<file path="config.mk">
export PLATFORM = sky130hd
export DESIGN_NAME = dmem_ctrl
export DESIGN_NICKNAME = d
export VERILOG_FILES = /design/src/rtl/dmem_ctrl_pkg.sv /design/src/rtl/dmem_ctrl_ram.sv /design/src/rtl/dmem_ctrl.sv
export SDC_FILE = /design/constraint.sdc
export NUM_CORES = 2
export LEC_CHECK = 0
export CAP_MARGIN = 20
export CORE_UTILIZATION = 30
export CTS_BUF_LIST = sky130_fd_sc_hd__clkbuf_16
export DETAILED_ROUTE_END_ITERATION = 6
export MAX_ROUTING_LAYER = met4
export PLACE_DENSITY = 0.41
export REMOVE_ABC_BUFFERS = 1
export SLEW_MARGIN = 10
export SYNTH_ARGS = -nofsm -noshare
export SYNTH_HDL_FRONTEND = slang
export SYNTH_HIERARCHICAL = 1
export SYNTH_SLANG_ARGS = --single-unit
</file>
<file path="constraint.sdc">
create_clock -name clk -period 4.4 [get_ports clk]
set_clock_uncertainty 0.05 [all_clocks]
set_input_delay 1.1 -clock clk [delete_from_list [all_inputs] [get_ports clk]]
set_output_delay 1.1 -clock clk [all_outputs]
set_load 0.005 [all_outputs]
</file>
<file path="src/rtl/dmem_ctrl_pkg.sv">
// Shared types and constants for the boot-loaded data memory controller.
package dmem_ctrl_pkg;

  localparam int ADDR_W     = 8;
  localparam int DATA_W     = 8;
  localparam int MEM_DEPTH  = 256;
  localparam int BOOT_LEN_W = $clog2(MEM_DEPTH) + 1;

  typedef enum logic [1:0] {
    ST_BOOT    = 2'd0,
    ST_RELEASE = 2'd1,
    ST_RUN     = 2'd2
  } dmem_state_t;

endpackage

</file>
<file path="src/rtl/dmem_ctrl_ram.sv">
// 256x8 storage: one synchronous write port, one combinational read port.
// Contents are never reset.
module dmem_ram
  import dmem_ctrl_pkg::*;
(
  input  logic              clk,
  input  logic              we,
  input  logic [ADDR_W-1:0] waddr,
  input  logic [DATA_W-1:0] wdata,
  input  logic [ADDR_W-1:0] raddr,
  output logic [DATA_W-1:0] rdata
);

  logic [DATA_W-1:0] mem [MEM_DEPTH];

  // single write port; the owner decides who drives it
  always_ff @(posedge clk) begin
    if (we) mem[waddr] <= wdata;
  end

  assign rdata = mem[raddr];

endmodule

</file>
<file path="src/rtl/dmem_ctrl.sv">
// Data memory controller: loads a program image over the load port while
// holding the CPU in reset, then releases the CPU and serves its active-low
// read/write strobes from the same RAM.
// Optional feature macro: DMEM_WRITE_PROTECT_EN - drops CPU writes into the
// booted region (addr < boot_len) and raises the sticky wp_err output.
//
// state   | meaning
// BOOT    | accepting boot bytes, CPU held in reset
// RELEASE | one-cycle gap after loading, CPU still in reset
// RUN     | CPU running, strobes serviced (terminal until rst)
module dmem_ctrl
  import dmem_ctrl_pkg::*;
#(
  parameter int BOOT_EN = 1
) (
  input  logic                  clk,
  input  logic                  rst,
  input  logic                  load_valid,
  input  logic [DATA_W-1:0]     load_data,
  input  logic                  load_last,
  output logic                  load_ready,
  output logic                  cpu_rst,
  input  logic                  R,
  input  logic                  W,
  input  logic [ADDR_W-1:0]     addr,
  input  logic [DATA_W-1:0]     data_in,
  output logic [DATA_W-1:0]     mem_in,
  output logic [BOOT_LEN_W-1:0] boot_len,
`ifdef DMEM_WRITE_PROTECT_EN
  output logic                  rw_conflict,
  output logic                  wp_err
`else
  output logic                  rw_conflict
`endif
);

  localparam dmem_state_t RESET_STATE = (BOOT_EN != 0) ? ST_BOOT : ST_RELEASE;

  dmem_state_t       state_q, state_d;
  logic [ADDR_W-1:0] wptr;
  logic              in_run;
  logic              boot_accept;
  logic              cpu_rd;
  logic              cpu_wr_req;
  logic              cpu_conflict;
  logic              cpu_wr_ok;
  logic              ram_we;
  logic [ADDR_W-1:0] ram_waddr;
  logic [DATA_W-1:0] ram_wdata;
  logic [DATA_W-1:0] ram_rdata;

  assign boot_accept  = load_valid & load_ready;
  assign cpu_rd       = in_run & ~R & W;
  assign cpu_wr_req   = in_run & ~W & R;
  assign cpu_conflict = in_run & ~R & ~W;

`ifdef DMEM_WRITE_PROTECT_EN
  logic wr_protected;
  assign wr_protected = ({1'b0, addr} < boot_len);
  assign cpu_wr_ok    = cpu_wr_req & ~wr_protected;
`else
  assign cpu_wr_ok    = cpu_wr_req;
`endif

  // FSM state register
  always_ff @(posedge clk) begin
    if (rst) state_q <= RESET_STATE;
    else     state_q <= state_d;
  end

  // FSM next state and state-decoded outputs
  always_comb begin
    state_d    = state_q;
    load_ready = 1'b0;
    cpu_rst    = 1'b1;
    in_run     = 1'b0;
    case (state_q)
      ST_BOOT: begin
        load_ready = 1'b1;
        // a byte accepted at the top address ends boot so wptr never wraps
        if (boot_accept && (load_last || wptr == {ADDR_W{1'b1}}))
          state_d = ST_RELEASE;
      end
      ST_RELEASE: state_d = ST_RUN;
      ST_RUN: begin
        cpu_rst = 1'b0;
        in_run  = 1'b1;
      end
      default: state_d = RESET_STATE;
    endcase
  end

  // boot write pointer and loaded byte count
  always_ff @(posedge clk) begin
    if (rst) begin
      wptr     <= '0;
      boot_len <= '0;
    end else if (boot_accept) begin
      wptr     <= wptr + 1'b1;
      boot_len <= boot_len + 1'b1;
    end
  end

  // sticky CPU error flags
  always_ff @(posedge clk) begin
    if (rst) rw_conflict <= 1'b0;
    else if (cpu_conflict) rw_conflict <= 1'b1;
  end

`ifdef DMEM_WRITE_PROTECT_EN
  // sticky flag for writes dropped by the booted-region protection
  always_ff @(posedge clk) begin
    if (rst) wp_err <= 1'b0;
    else if (cpu_wr_req && wr_protected) wp_err <= 1'b1;
  end
`endif

  // write-port mux: boot path and CPU path are mutually exclusive by state;
  // rst blocks any write in its cycle
  always_comb begin
    ram_we    = 1'b0;
    ram_waddr = addr;
    ram_wdata = data_in;
    if (!rst) begin
      if (boot_accept) begin
        ram_we    = 1'b1;
        ram_waddr = wptr;
        ram_wdata = load_data;
      end else if (cpu_wr_ok) begin
        ram_we    = 1'b1;
      end
    end
  end

  dmem_ram u_ram (
    .clk   (clk),
    .we    (ram_we),
    .waddr (ram_waddr),
    .wdata (ram_wdata),
    .raddr (addr),
    .rdata (ram_rdata)
  );

  assign mem_in = cpu_rd ? ram_rdata : '0;

endmodule

</file>
==> impl_metrics.toml <==
[floorplanning]
core.rowCount = 189
initial_core_util_pct = 30.28
die_area_mm2 = 0.2706
core_mm2 = 0.2660
die_y_um = 520.2
pin_count = 50
die_x_um = 520.2

[clock_network]
htree_levels = 4
cts_buffers = 221
worst_setup_hold_path_clk_slew_ns = 0.06
holdBufCountCts = 0
clockBufferDepth = 3
root_buffer = "clkbuf_16"
clk_latency_ns = 0.86
clock_sinks = 2068
tritoncts = "done"

[sta]
rsz0062_at_grt = "yes"
fin_tns_setup_ns = -4.757
final-max-slew-violation-count = 0
setup_ws_ns = -0.6707
slew_headroom_pct = 41.98
period_needed_ns = 5.071
clock.fmax_mhz = 197.2
tightest_slew_ns = 0.8703
setup_viol = 8
hold_viol_final = 0
min_period_over_period_pct = 115.2

[global_route]
antenna_found_initial = 14
globalRouteTotalUtil_pct = 18.60
first_global_vias = 43680
grt_max_degree = 92
grt-ovfl-total = 0
grt_pass1_wl_mm = 346.0

[hold_path]
hold_start = "rw_conflict$_SDFFE_PP0P_"
worstHoldEndpoint = "rw_conflict$_SDFFE_PP0P_"
min_path_type = "flip-flop to flip-flop"
hold_depth = 2

[cells_and_area]
instances_no_fill = 8529
mostFrequentLayoutCell = "edfxtp_1"
nets = 4843
drive_above_1_share_pct = 37.99
area_growth_pct = 25.88
final_area_mm2 = 0.1014
final_cell_mix = "edfxtp_1 (2048), buf_4 (734), mux4_2 (454), nor2_1 (282), clkbuf_16 (227)"
fillers = 24230

[logic_synthesis]
synth_edf_count = 2048
yosys.area.top_type_share_pct = 76.34
netlist_area_mm2 = 0.08055
synthCells = 3856
async_flop_share_pct = 0
synthFlopType = "edfxtp_1"
synthTopCellsByArea = "edfxtp_1 (76%), mux4_2 (13%), mux2i_1 (1.7%), nor2_1 (1.3%), a22oi_1 (1.2%)"
yosysSeqAreaShare_pct = 76.84
ys_warn_count = 6
yosys.area.top_type = "edfxtp_1"
ys_ff_latch = 2068
syn_avg_cell_area_um2 = 20.89
yosysUniqueCellTypes = 64

[place]
numPlacedInstances = 8049
place_ws_ns = -1.969
io_buffers = 49
gp_congestion = 0.8239
placed_area_mm2 = 0.09204
place_hpwl_mm = 159.1

[worst_setup_path]
crit_fanout = 12
worstSetupPathType = "primary input to output port"
path_cells = "buf_16 -> buf_16 -> buf_4 -> buf_12 -> mux4_2 -> a22oi_1 -> a21oi_1 -> buf_4 -> nor4_1 -> buf_4 -> nor4_4 -> and2_4 -> buf_6"
worst_path_most_repeated_cell = "buf_4"
reg2reg_from = "state_q[0]$_SDFFE_PP0P_"
slowest_stage = "mux4_2"
cp_data_required_time_ns = 3.25
r2r_setup_slack_ns = 1.23
cpPeakStageDelay_ns = 0.54
startpoint_type = "primary input"
reg2regPathDepth = 10
r2r-end = "u_ram/mem[75][0]$_DFFE_PP_"
critPathCaptureType = "output port"
arrival_ns = 3.92

[drt]
final_antenna_net_count = 0
firstDrtPassIters = 5
drt-total-wl_mm = 244.8
post-route-drc-count = 0
drtIter0Drc = 3661
avgRoutedWirePerCell_um = 28.70
via_per_inst = 4.936
num_vias = 42100

[power_and_ir_drop]
peakVddDrop_uv = 454.6
leakage_nw = 33.12
p_total_mw = 43.06
powerDensity_mw_per_mm2 = 424.6

[status]
run_status = "finished with violations"
failed_checks = "negative setup slack"

[run]
maxCapViolCount = 0
## Yosys cell counts (9+ instances only)
cell,count
clkbuf_1,114
buf_4,28
nor4_1,25
nor2b_1,32
buf_8,13
nor3_1,23
o21ai_0,15
a22oi_1,133
buf_6,22
o221ai_1,46
o22ai_1,28
nand2b_1,9
mux2i_1,134
nand3_1,35
nor2_1,289
o211ai_1,10
nand4_1,13
nand2_1,44
a211oi_1,16
edfxtp_1,2048
a21oi_1,111
dfxtp_1,20
mux4_2,454
mux2_2,18
buf_1,22
and2_1,14
buf_2,31
a221oi_1,13
## state kept, by name, summed over array words and instances, names as in the netlist
signal,count
boot_len,9
rw_conflict,1
wptr,8
state_q,2
u_ram/mem,2048
## power by group
| group | total (mW) | switching [mW] | internal [mW] |
|---|---|---|---|
| Clock | 18.1 | 7.79 | 10.3 |
| Sequential | 21.9 | 0.0106 | 21.9 |
| Combinational | 3.09 | 1.86 | 1.23 |
| Total | 43.1 | 9.66 | 33.4 |
## cell type report
| class | count | area (um2) | share of cell area [%] |
|---|---|---|---|
| Clock buffer | 226 | 5655 | 5.577 |
| Clock inverter | 179 | 1351 | 1.333 |
| Inverter | 5 | 18.77 | 0.01851 |
| Antenna cell | 3 | 7.507 | 0.007403 |
| Tap cell | 3533 | 4420 | 4.359 |
| Multi-Input combinational cell | 1545 | 18510 | 18.25 |
| Sequential cell | 2068 | 61900 | 61.04 |
| Timing Repair Buffer | 970 | 9547 | 9.414 |
## layer usage
metal	GRT usage (%)	share of wire, %
met5	-	0
met1	25.38	45
met2	30.01	49
met4	3.417	1.6
met3	2.355	4.0
## worst max-delay path, delay by kind of cell
| kind | cells | cell delay, ns |
|---|---|---|
| buffers and inverters | 7 | 1.10 |
| AOI/OAI and AO/OA | 2 | 0.53 |
| muxes | 1 | 0.54 |
| and+or+nand+nor | 3 | 0.58 |
## worst max-delay path by stage
stage	start	to	slack, ns
2_1_floorplan	addr[2]	mem_in[6]	-0.33
3_3_place_gp	addr[0]	mem_in[7]	-2.21
3_5_place_dp	addr[7]	mem_in[3]	-1.97
4_1_cts	addr[0]	mem_in[5]	-0.74
5_1_grt	addr[0]	mem_in[3]	-0.73
6_report	addr[0]	mem_in[7]	-0.67
## metrics by stage
| stage | hold slack (ns) | utilization, % |
|---|---|---|
| 2_1_floorplan | 0.4052 | - |
| 6_report | 0.4337 | 38.12 |
| 4_1_cts | 0.4375 | 37.97 |
| 3_3_place_gp | 0.4110 | 34.59 |
| 5_1_grt | 0.4864 | 38.12 |
| 3_5_place_dp | 0.4164 | 34.60 |
## cells by family (layout without fill, tap and decap cells)
| kind of cell | after synthesis | in the layout | share of synthesized area, % |
|---|---|---|---|
| DFF | 2068 | 2068 | 76.84 |
| muxes | 608 | 608 | 14.67 |
| and+or+nand+nor | 520 | 520 | 2.995 |
| AOI/OAI and AO/OA | 412 | 412 | 3.566 |
| buffers and inverters | 243 | 1380 | 1.859 |
| xor gates and xnor gates | 3 | 3 | 0.03262 |
| adders and majority gates | 2 | 2 | 0.03106 |
| other | 0 | 3 | 0 |
## repair_timing
action                     in CTS  in global routing
setup endpoints to repair       8                  8
setup buffers                  66                 11
resized for setup             279                 75
pin swaps                      82                 47
cloned                         10                  1
(Power assumes the default switching activity.)
